**src/rtl/uart_pkg.sv**
```systemverilog
// Shared UART definitions: byte width, arbiter FSM states
// and the default idle-release timeout.
package uart_pkg;

    localparam int BYTE_W           = 8;
    localparam int ARB_IDLE_TIMEOUT = 1024;

    typedef enum logic {
        ARB_IDLE,
        ARB_LOCK
    } arb_state_e;

endpackage

```
**src/rtl/rr_priority_picker.sv**
```systemverilog
// Combinational round-robin picker: first set request bit
// strictly after prio_ptr, wrapping around.
module rr_priority_picker #(
    parameter int NUM_REQ  = 4,
    parameter int REQ_BITS = $clog2(NUM_REQ)
) (
    input  logic [NUM_REQ-1:0]  req,
    input  logic [REQ_BITS-1:0] prio_ptr,
    output logic                pick_valid,
    output logic [REQ_BITS-1:0] pick_id
);

    localparam int SW = REQ_BITS + 1;

    logic [2*NUM_REQ-1:0] dbl;
    logic [NUM_REQ-1:0]   rot;
    logic [SW-1:0]        start;
    logic [SW-1:0]        off;
    logic [SW-1:0]        sum;

    always_comb begin
        start      = SW'(prio_ptr) + SW'(1);
        dbl        = {req, req};
        rot        = dbl[start +: NUM_REQ];
        pick_valid = 1'b0;
        off        = '0;
        // Descending scan so the lowest rotated offset wins.
        for (int i = NUM_REQ - 1; i >= 0; i--) begin
            if (rot[i]) begin
                pick_valid = 1'b1;
                off        = SW'(i);
            end
        end
        sum = start + off;
        if (sum >= SW'(NUM_REQ)) begin
            sum = sum - SW'(NUM_REQ);
        end
        pick_id = sum[REQ_BITS-1:0];
    end

endmodule

```
**src/rtl/uart_tx_arbiter.sv**
```systemverilog
// Round-robin, message-locked arbiter sharing the uart TX
// byte port between requesters, with idle-owner timeout.
module uart_tx_arbiter
    import uart_pkg::*;
#(
    parameter int NUM_REQ      = 4,
    parameter int REQ_BITS     = $clog2(NUM_REQ),
    parameter int IDLE_TIMEOUT = ARB_IDLE_TIMEOUT,
    parameter int TO_BITS      = $clog2(IDLE_TIMEOUT + 1)
) (
    input  logic                      clk,
    input  logic                      reset,
    input  logic [NUM_REQ*BYTE_W-1:0] req_data,
    input  logic [NUM_REQ-1:0]        req_valid,
    input  logic [NUM_REQ-1:0]        req_last,
    output logic [NUM_REQ-1:0]        req_ready,
    output logic [BYTE_W-1:0]         data_in,
    output logic                      data_in_valid,
    input  logic                      data_in_ready,
    output logic                      grant_active,
    output logic [REQ_BITS-1:0]       grant_id,
    output logic                      timeout_pulse
);

    localparam int CW = (TO_BITS > 0) ? TO_BITS : 1;
    localparam logic [CW-1:0] TO_LAST = CW'(IDLE_TIMEOUT - 1);

    arb_state_e          state_q, state_d;
    logic [REQ_BITS-1:0] gid_q, gid_d;
    logic [REQ_BITS-1:0] ptr_q, ptr_d;
    logic [CW-1:0]       cnt_q, cnt_d;
    logic                tp_q, tp_d;

    logic                pick_valid;
    logic [REQ_BITS-1:0] pick_id;
    logic                own_valid;
    logic                own_last;
    logic [BYTE_W-1:0]   own_data;

    rr_priority_picker #(
        .NUM_REQ  (NUM_REQ),
        .REQ_BITS (REQ_BITS)
    ) u_picker (
        .req        (req_valid),
        .prio_ptr   (ptr_q),
        .pick_valid (pick_valid),
        .pick_id    (pick_id)
    );

    assign own_valid = req_valid[gid_q];
    assign own_last  = req_last[gid_q];
    assign own_data  = req_data[gid_q*BYTE_W +: BYTE_W];

    always_ff @(posedge clk or posedge reset) begin
        if (reset) begin
            state_q <= ARB_IDLE;
            gid_q   <= '0;
            ptr_q   <= REQ_BITS'(NUM_REQ - 1);
            cnt_q   <= '0;
            tp_q    <= 1'b0;
        end else begin
            state_q <= state_d;
            gid_q   <= gid_d;
            ptr_q   <= ptr_d;
            cnt_q   <= cnt_d;
            tp_q    <= tp_d;
        end
    end

    always_comb begin
        state_d = state_q;
        gid_d   = gid_q;
        ptr_d   = ptr_q;
        cnt_d   = cnt_q;
        tp_d    = 1'b0;
        unique case (state_q)
            ARB_IDLE: begin
                cnt_d = '0;
                if (pick_valid) begin
                    gid_d   = pick_id;
                    state_d = ARB_LOCK;
                end
            end
            ARB_LOCK: begin
                // A present byte always beats the idle timeout.
                if (own_valid) begin
                    cnt_d = '0;
                    if (data_in_ready && own_last) begin
                        state_d = ARB_IDLE;
                        ptr_d   = gid_q;
                    end
                end else if (IDLE_TIMEOUT != 0) begin
                    if (cnt_q == TO_LAST) begin
                        state_d = ARB_IDLE;
                        ptr_d   = gid_q;
                        tp_d    = 1'b1;
                        cnt_d   = '0;
                    end else begin
                        cnt_d = cnt_q + 1'b1;
                    end
                end
            end
            default: state_d = ARB_IDLE;
        endcase
    end

    always_comb begin
        req_ready     = '0;
        data_in       = '0;
        data_in_valid = 1'b0;
        if (state_q == ARB_LOCK) begin
            data_in          = own_data;
            data_in_valid    = own_valid;
            req_ready[gid_q] = data_in_ready;
        end
    end

    assign grant_active  = (state_q == ARB_LOCK);
    assign grant_id      = gid_q;
    assign timeout_pulse = tp_q;

endmodule

```
**config.mk**
```make
export PLATFORM = sky130hd
export DESIGN_NAME = uart_tx_arbiter
export DESIGN_NICKNAME = d
export VERILOG_FILES = /design/src/rtl/uart_pkg.sv /design/src/rtl/rr_priority_picker.sv /design/src/rtl/uart_tx_arbiter.sv
export SDC_FILE = /design/constraint.sdc
export NUM_CORES = 1
export LEC_CHECK = 0
export BUFFER_PORTS_ARGS = -buffer_cell sky130_fd_sc_hd__buf_4
export CAP_MARGIN = 20
export CELL_PAD_IN_SITES_DETAIL_PLACEMENT = 1
export CELL_PAD_IN_SITES_GLOBAL_PLACEMENT = 1
export CORE_MARGIN = 5
export CORE_UTILIZATION = 36
export CTS_CLUSTER_DIAMETER = 200
export DETAILED_ROUTE_END_ITERATION = 10
export PLACE_DENSITY_LB_ADDON = 0.1
export SLEW_MARGIN = 25
export SYNTH_ARGS = -nofsm -noshare
export SYNTH_HDL_FRONTEND = slang
export SYNTH_HIERARCHICAL = 1
export SYNTH_SLANG_ARGS = --single-unit
```
**constraint.sdc**
```tcl
create_clock -name clk -period 3.1 [get_ports clk]
set_input_delay 0.31 -clock clk [delete_from_list [all_inputs] [get_ports clk]]
set_output_delay 0.31 -clock clk [all_outputs]
set_load 0.01 [all_outputs]
```
**After elaboration in Yosys (flattened, before gate mapping)**

Index checks and enable logic that the tools add are counted.

- Shift-type cells: 2
- Reductions and logical operators: 5
- $lt $le $gt $ge: 3
- Equal/unequal tests: 2
- Bitwise operators: 2
- $add $sub $neg: 4
- Mux-type cells: 32

Operators with widths:

| cell | number |
|---|---|
| 32-bit by 6-bit indexed part select with 8-bit output | 1 |
| 11-bit two-way mux | 2 |
| 11-bit one-hot mux with 2 select lines | 1 |
| 2-bit two-way mux | 8 |
| 1-bit two-way mux | 15 |
| 11-bit by 1-bit adder with 11-bit output, second input constant | 1 |
| 11-bit by 10-bit equality test with 1-bit output, second input constant | 1 |
| 8-bit two-way mux | 1 |
| 8-bit by 4-bit indexed part select with 4-bit output | 1 |
| 4-bit bitwise AND | 1 |
| 1-bit binary-select mux with 2-bit select | 2 |
| 4-bit two-way mux | 1 |
| 2-bit by 1-bit adder with 3-bit output, second input constant | 1 |
| 3-bit by 2-bit adder with 3-bit output | 1 |
| 3-bit greater-or-equal comparator, second input constant | 1 |
| 2-bit by 3-bit less-than comparator with 1-bit output, second input constant | 1 |
| 3-bit AND reduction | 1 |
| 1-bit demux with 2-bit select | 1 |
| 2-bit by 1-bit greater-or-equal comparator with 1-bit output, second input constant | 1 |
| 1-bit logical AND | 2 |
| 2-bit by 1-bit inequality test with 1-bit output, second input constant | 1 |
| 1-bit one-hot mux with 2 select lines | 1 |
| 2-bit AND reduction | 1 |
| 2-bit nonzero test | 1 |
| 2 further kinds | 2 |

- Output and inout bits: 17
- Bits of input ports: 43
- Flip-flop bits (word level): 17
- Word-level logic and storage cells: 55

**Longest topological paths before layout**

Gate-level depths: netlist of the first run.

- Word-level depth: 9
- Mapped depth: 10
- Gate-level depth less buffers: 9

**Hierarchy**

The synthesis of the first run kept the hierarchy.

Modules (own cells, without submodules):

| module | instances | cells each | area each (sq um) | sequential area each (sq um) |
|---|---|---|---|---|
| uart_tx_arbiter | 1 | 96 | 1,076.0 | 427.9 |
| rr_priority_picker | 1 | 29 | 207.7 | 0.0 |

**Worst setup path before layout of the first run**

No wires, ideal clock.

- Path type: flip-flop to output port
- From: reg gid_q[0], in the netlist grant_id[0]
- To: out data_in[2]
- Cell stages (with the launch flop): 5
- Required time: 2.790 ns
- Arrival time: 1.660 ns
- Setup slack: 1.130 ns
- Path buffers: 2
- Cells stage by stage: dfrtp_1 -> buf_6 -> clkbuf_1 -> mux4_2 -> and2_1

- Cells in the longest elaborated chain, start to end: 2

Ends and longest elaborated chain:

| what | RTL line | text |
|---|---|---|
| start: declaration | uart_tx_arbiter.sv:29 | `logic [REQ_BITS-1:0] gid_q, gid_d;` |
| start signal: assignment | uart_tx_arbiter.sv:63 | `gid_q <= gid_d;` |
| 32-bit by 6-bit indexed part select with 8-bit output | uart_tx_arbiter.sv:52 | `assign own_data = req_data[gid_q*BYTE_W +: BYTE_W];` |
| 8-bit two-way mux | uart_tx_arbiter.sv:111 | `if (state_q == ARB_LOCK) begin` |
| end: declaration | uart_tx_arbiter.sv:17 | `output logic [BYTE_W-1:0] data_in,` |

No other way between the ends.

**Final worst setup path of the first run**

Same ends and word-level chain as after synthesis.

==> results of run 1 <==
[stage by stage]
| stage | std cells | worst slack, ps | hold WS [ps] | area [um2] | utilization [%] |
|---|---|---|---|---|---|
| 3_3_place_gp | 225 | 1120 | 426 | 1750 | 51.6 |
| 6_report | 229 | 983 | 105 | 1780 | 52.5 |
| 3_5_place_dp | 225 | 1050 | 435 | 1750 | 51.6 |
| 4_1_cts | 229 | 945 | 117 | 1780 | 52.5 |
| 2_1_floorplan | 125 | 1130 | 235 | 1280 | - |
| 5_1_grt | 229 | 873 | 151 | 1780 | 52.5 |
[registers in the layout (all words and copies together) (netlist names)]
name and count:
grant_active 1, timeout_pulse 1, grant_id 2, ptr_q 2
cnt_q 11
[path summary, 6_finish.rpt]
kind / slack [ps] / end / cells after the start / startpoint
min in group clk: 430 / grant_active / 3 / req_valid[2]
worst max-delay path: 980 / data_in[2] / 4 / grant_id[0]
worst min-delay path: 100 / cnt_q[8] / 2 / reset
worst max register to register: 1040 / ptr_q[1] / 4 / grant_id[1]
max in group asynchronous: 2590 / cnt_q[3] / 2 / reset
worst min register to register: 460 / cnt_q[0] / 1 / cnt_q[0]
[layer usage]
layer | part of all wire (%) | vias to the layer above | wire (um) | global-route usage [%]
met4 | 0.33 | 0 | 13 | 3.19
met3 | 5.2 | 2 | 204 | 4.06
met1 | 38 | 579 | 1500 | 17.5
met5 | 0 | - | 0 | 0
met2 | 56 | 34 | 2180 | 31.1
li1 | - | 564 | - | -
[where the power goes]
group	switching (mW)	internal, mW	leakage (nW)	total (mW)
clock network	0.0633	0.0478	0.0177	0.111
logic	0.341	0.451	0.587	0.792
registers	0.0970	0.275	0.220	0.372
[cells in the final DEF (no fill, tap or decap), types with 2 or more instances in the layout]
| master | netlist | layout |
|---|---|---|
| a21oi_1 | 2 | 2 |
| and2_1 | 10 | 10 |
| and3_1 | 2 | 2 |
| buf_4 | 1 | 60 |
| clkbuf_4 | 0 | 3 |
| dfrtp_1 | 15 | 15 |
| dfstp_2 | 2 | 2 |
| ha_1 | 2 | 2 |
| inv_1 | 6 | 6 |
| mux2_4 | 2 | 2 |
| mux4_2 | 10 | 10 |
| nand2_1 | 8 | 8 |
| nand3_1 | 3 | 3 |
| nand4_1 | 4 | 4 |
| nor2_1 | 14 | 14 |
| nor2b_1 | 3 | 3 |
| nor3_1 | 4 | 4 |
| nor3b_1 | 2 | 2 |
| o21ai_0 | 2 | 2 |
| or3_1 | 2 | 2 |
| xnor2_1 | 3 | 3 |
| xor2_1 | 7 | 7 |
[final cells by class]
| cell class | count | area (um2) |
|---|---|---|
| clock buffer | 3 | 22.5 |
| multi-input combinational | 96 | 792 |
| fill | 393 | 1610 |
| timing repair buffer | 60 | 450 |
| tap | 46 | 57.6 |
| clock inverter | 1 | 5.00 |
| sequential | 17 | 428 |
| inverter | 6 | 22.5 |
[cells by family after synthesis]
logic type | count (synthesis) | synth area share [%]
AO/OA/AOI/OAI | 13 | 7.41
multiplexers | 13 | 20.8
buffers and inverters | 12 | 4.97
adder cells (fa/ha/maj) | 2 | 1.95
flip-flops | 17 | 33.3
AND/OR/NAND/NOR | 58 | 24.8
XOR/XNOR | 10 | 6.82
[worst max-delay path: stages (launching register included)]
cell and delay (ps):
dfrtp_1 420, buf_4 270, mux4_2 520, and2_1 180
buf_4 140
==> impl_metrics.py, run 1 <==
metrics = {
    "run_status": {
        "status": "finished clean",
    },
    "yosys": {
        "syn-num-nets": 170,
        "synth_top_area_share_pct": 29.2,
        "synth_edf_count": 0,
        "ys.flop_type": "dfrtp_1",
        "syn_area_mm2": 0.00128,
        "ys_types": 39,
        "ys_top_cells_by_area": "dfrtp_1, mux4_2, and2_1",
        "ys_async_sr_fraction_pct": 100,
        "ys_ff_latch": 17,
        "yosysMostFrequentCell": "dfrtp_1",
        "avgSynthCellArea_um2": 10.3,
        "yosysTopAreaCell": "dfrtp_1",
        "syn-instance-count": 125,
        "synthTopCellsByCount": "dfrtp_1, nor2_1, and2_1, mux4_2, nand2_1",
        "ys_seq_area_share_pct": 33.3,
        "yosysWarnings": 6,
    },
    "power": {
        "ir_worst_vdd_v": 0.000311,
        "total_power_mw": 1.28,
        "p_leak_nw": 0.825,
        "powerDensity_mw_per_mm2": 717,
    },
    "global_routing": {
        "grt_pass1_vias": 1259,
        "grt_pass1_wl_um": 6340,
        "antenna_found_initial": 0,
        "grt.overflow.total": 0,
        "grt_max_degree": 18,
        "grtUsageTotal_pct": 16.1,
    },
    "die": {
        "die_y_um": 69.7,
        "io_pins": 60,
        "row_count": 21,
        "coreArea_mm2": 0.00339,
        "die_area_mm2": 0.00486,
        "initial_core_util_pct": 37.9,
        "die_w_um": 69.7,
    },
    "drt": {
        "vias_per_cell": 5.15,
        "dr_total_vias": 1179,
        "drt_first_pass_iters": 4,
        "wl_per_cell_um": 17.0,
        "drc": 0,
        "postRouteAntennaNets": 0,
        "wirelength_um": 3890,
        "drtIter0Drc": 45,
    },
    "hold_path": {
        "hold_path.class": "primary input to asynchronous set/reset pin",
    },
    "timing": {
        "fin_tns_setup_ps": 0,
        "tightest_slew_ps": 628,
        "setup_viol": 0,
        "slew_headroom_pct": 58.1,
        "fmax_mhz": 472,
        "period_needed_ps": 2120,
        "hold_viol": 0,
        "clock-skew-final_ps": 2.66,
        "fin_crit_sh_pct": 68.3,
        "rsz0062_at_grt": "false",
        "timing.final.max_slew_violations": 0,
    },
    "clocking": {
        "cts_buffers": 3,
        "clock_path_buffers": 2,
        "cts_max_level": 1,
        "clk_latency_ps": 280,
        "ctsResizeCount": 0,
        "cts_root_buffer": "clkbuf_4",
        "clkTransAtPathRegs_ps": 90,
        "hold_buffers": 0,
        "cts_tree": "done",
        "cts_sinks": 17,
        "post-cts-setup-buffers": 0,
    },
    "setup_path": {
        "cp-end-kind": "output port",
        "cp_max_fo": 13,
        "worstPathRequired_ps": 2790,
        "path_class": "flop to output port",
        "worstPathArrival_ps": 1810,
        "start_kind": "flop",
    },
    "layout": {
        "drive_above_1_share_pct": 45.4,
        "nets": 229,
        "area_delta_synth_final_pct": 38.5,
        "diodes": 0,
    },
    "flow_run": {
        "drv_cap": 0,
    },
    "placed_design": {
        "place_congestion": 0.797,
        "port_buffers": 59,
        "dp_hpwl_um": 3260,
    },
}
Note: power is estimated with default switching activity, not from simulation.
==> run 2, diff against run 1 <==
--- a/config.mk
+++ b/config.mk
@@ -5,12 +5,13 @@
 export SDC_FILE = /design/constraint.sdc
 export NUM_CORES = 1
 export LEC_CHECK = 0
+export ABC_AREA = 1
 export BUFFER_PORTS_ARGS = -buffer_cell sky130_fd_sc_hd__buf_4
 export CAP_MARGIN = 20
 export CELL_PAD_IN_SITES_DETAIL_PLACEMENT = 1
 export CELL_PAD_IN_SITES_GLOBAL_PLACEMENT = 1
 export CORE_MARGIN = 5
-export CORE_UTILIZATION = 36
+export CORE_UTILIZATION = 33
 export CTS_CLUSTER_DIAMETER = 200
 export DETAILED_ROUTE_END_ITERATION = 10
 export PLACE_DENSITY_LB_ADDON = 0.1
==> constraint.sdc (replaced) <==
create_clock -name clk -period 2.15 [get_ports clk]
set_input_delay 0.215 -clock clk [delete_from_list [all_inputs] [get_ports clk]]
set_output_delay 0.215 -clock clk [all_outputs]
set_load 0.01 [all_outputs]
==> impl_metrics.py, run 2 <==
metrics = {
    "run_status": {
        "status": "finished clean",
    },
    "setup_path": {
        "r2r_end": "grant_id[1]",
        "cp_max_fo": 6,
        "crit_chain": "inv_2 > nand2_1 > nand3_1 > nand2_2 > nand3_1 > nand2_1 > nand2_1 > ha_1 > xor2_1 > inv_1 > nand3_1 > nand2_1 > inv_1 > nor2_1 > a21oi_1",
        "start_kind": "flop",
        "worstPathRequired_ps": 2280,
        "cp-end-kind": "flop",
        "worst_path_max_delay_cell": "dfstp_2",
        "path_class": "flop to flop",
        "r2r_cells": 15,
        "crit_buf_inv": 3,
        "ff2ff_setup_slack_ps": 200,
        "cp_slowest_stage_delay_ps": 580,
        "worstPathArrival_ps": 2080,
        "rr_startpoint": "ptr_q[0]",
        "critical_path.top_delay_family": "simple AND/OR/NAND/NOR gates",
        "crit_top_cell": "nand2_1",
    },
    "global_routing": {
        "grt_pass1_vias": 1564,
        "grtUsageTotal_pct": 15.1,
        "grt.overflow.total": 0,
        "grt_max_degree": 18,
        "grt_pass1_wl_um": 7380,
        "antenna_found_initial": 0,
    },
    "timing": {
        "hold_ws_ps": 55.7,
        "rsz0062_at_grt": "false",
        "fin_tns_setup_ps": 0,
        "slew_headroom_pct": 56.6,
        "fmax_mhz": 512,
        "clock-skew-final_ps": 1.11,
        "fin_crit_sh_pct": 90.9,
        "tightest_slew_ps": 650,
        "period_needed_ps": 1950,
        "hold_viol": 0,
        "timing.final.max_slew_violations": 0,
        "setup_viol": 0,
    },
    "clocking": {
        "ctsResizeCount": 0,
        "cts_sinks": 17,
        "cts_max_level": 1,
        "hold_buffers": 0,
        "cts_buffers": 3,
        "post-cts-setup-buffers": 0,
        "clkTransAtPathRegs_ps": 60,
        "cts_root_buffer": "clkbuf_8",
        "clock_path_buffers": 2,
        "clk_latency_ps": 250,
        "cts_tree": "done",
    },
    "yosys": {
        "syn_area_mm2": 0.00145,
        "synthTopCellsByCount": "nand3_1, nand2_1, nor2_1, dfrtp_1, inv_1",
        "ys.flop_type": "dfrtp_1",
        "ys_types": 26,
        "yosysMostFrequentCell": "nand3_1",
        "ys_top_cells_by_area": "dfrtp_1, nand3_1, nand2_1",
        "yosysWarnings": 6,
        "ys_seq_area_share_pct": 29.5,
        "syn-instance-count": 195,
        "ys_async_sr_fraction_pct": 100,
        "syn-num-nets": 240,
        "avgSynthCellArea_um2": 7.44,
        "synth_top_area_share_pct": 25.9,
        "synth_edf_count": 0,
        "yosysTopAreaCell": "dfrtp_1",
        "ys_ff_latch": 17,
    },
    "power": {
        "p_leak_nw": 0.939,
        "ir_worst_vdd_v": 0.000403,
        "powerDensity_mw_per_mm2": 1140,
    },
    "layout": {
        "mostFrequentLayoutCells": "buf_4, nand3_1, nand2_1, nor2_1, dfrtp_1",
        "final_area_mm2": 0.00197,
        "post-route-util_pct": 45.5,
        "final_common_cell": "buf_4",
        "nets": 299,
        "diodes": 0,
        "regMostFlops": "cnt_q",
        "area_delta_synth_final_pct": 35.5,
        "largest_reg_flops": 11,
        "drive_above_1_share_pct": 38.3,
    },
    "die": {
        "die_y_um": 76.3,
        "die_area_mm2": 0.00582,
        "row_count": 24,
        "die_w_um": 76.3,
        "coreArea_mm2": 0.00432,
        "io_pins": 60,
        "initial_core_util_pct": 33.6,
    },
    "flow_run": {
        "drv_cap": 0,
    },
    "placed_design": {
        "port_buffers": 59,
        "dpl-instance-area_mm2": 0.00192,
        "dp_hpwl_um": 3520,
        "place_congestion": 0.816,
    },
    "drt": {
        "drt_first_pass_iters": 4,
        "wl_per_cell_um": 14.1,
        "vias_per_cell": 5.05,
        "dr_total_vias": 1540,
        "drtIter0Drc": 32,
        "wirelength_um": 4310,
        "drc": 0,
        "postRouteAntennaNets": 0,
    },
    "hold_path": {
        "hold_path.class": "primary input to asynchronous set/reset pin",
    },
}
==> run 2: where the power goes <==
group,switching (mW),internal (mW)
Combinational,0.850,0.610
Clock,0.105,0.132
Sequential,0.140,0.401
==> run 2: worst max path at each step <==
stage / start / endpoint / cells past startpoint
after floorplan: ptr_q[0] / grant_id[1] / 15
after global placement: ptr_q[0] / grant_id[1] / 15
after detailed placement: ptr_q[0] / grant_id[1] / 15
after CTS: grant_id[0] / data_in[6] / 4
after global routing: ptr_q[0] / grant_id[1] / 15
final: ptr_q[0] / grant_id[1] / 15
==> run 2: cell type report <==
type / instances / area (um2)
flip-flops and latches: 17 / 428
inverters: 17 / 67.6
clock buffers: 4 / 45.0
well taps: 52 / 65.1
fillers: 566 / 2360
multi-input cells: 153 / 896
repair buffers: 62 / 465
==> run 2: stage by stage <==
step / setup slack, ps / instances / total power [mW]
after global routing: 24.4 / 305 / 2.45
after global placement: 276 / 301 / 2.02
after CTS: 180 / 305 / 2.28
after detailed placement: 197 / 301 / 2.03
final: 195 / 305 / 2.24
after floorplan: 361 / 195 / 1.56
==> run 2: routing by layer <==
layer | GRT usage (%) | vias up | part of all wire [%] | wire length (um)
li1 | - | 769 | - | -
met1 | 18.6 | 735 | 44 | 1890
met2 | 25.8 | 30 | 51 | 2180
met3 | 4.14 | 6 | 4.2 | 181
met4 | 3.85 | 0 | 1.3 | 57
met5 | 0 | - | 0 | 0
==> run 2: logic make-up (layout without fill, tap and decap cells) <==
family | after synthesis | in the layout | share of synthesized area, %
adder cells (fa/ha/maj) | 2 | 2 | 1.72
AO/OA/AOI/OAI | 13 | 13 | 7.24
buffers and inverters | 25 | 83 | 8.79
AND/OR/NAND/NOR | 131 | 131 | 48.5
XOR/XNOR | 7 | 7 | 4.22
flip-flops | 17 | 17 | 29.5
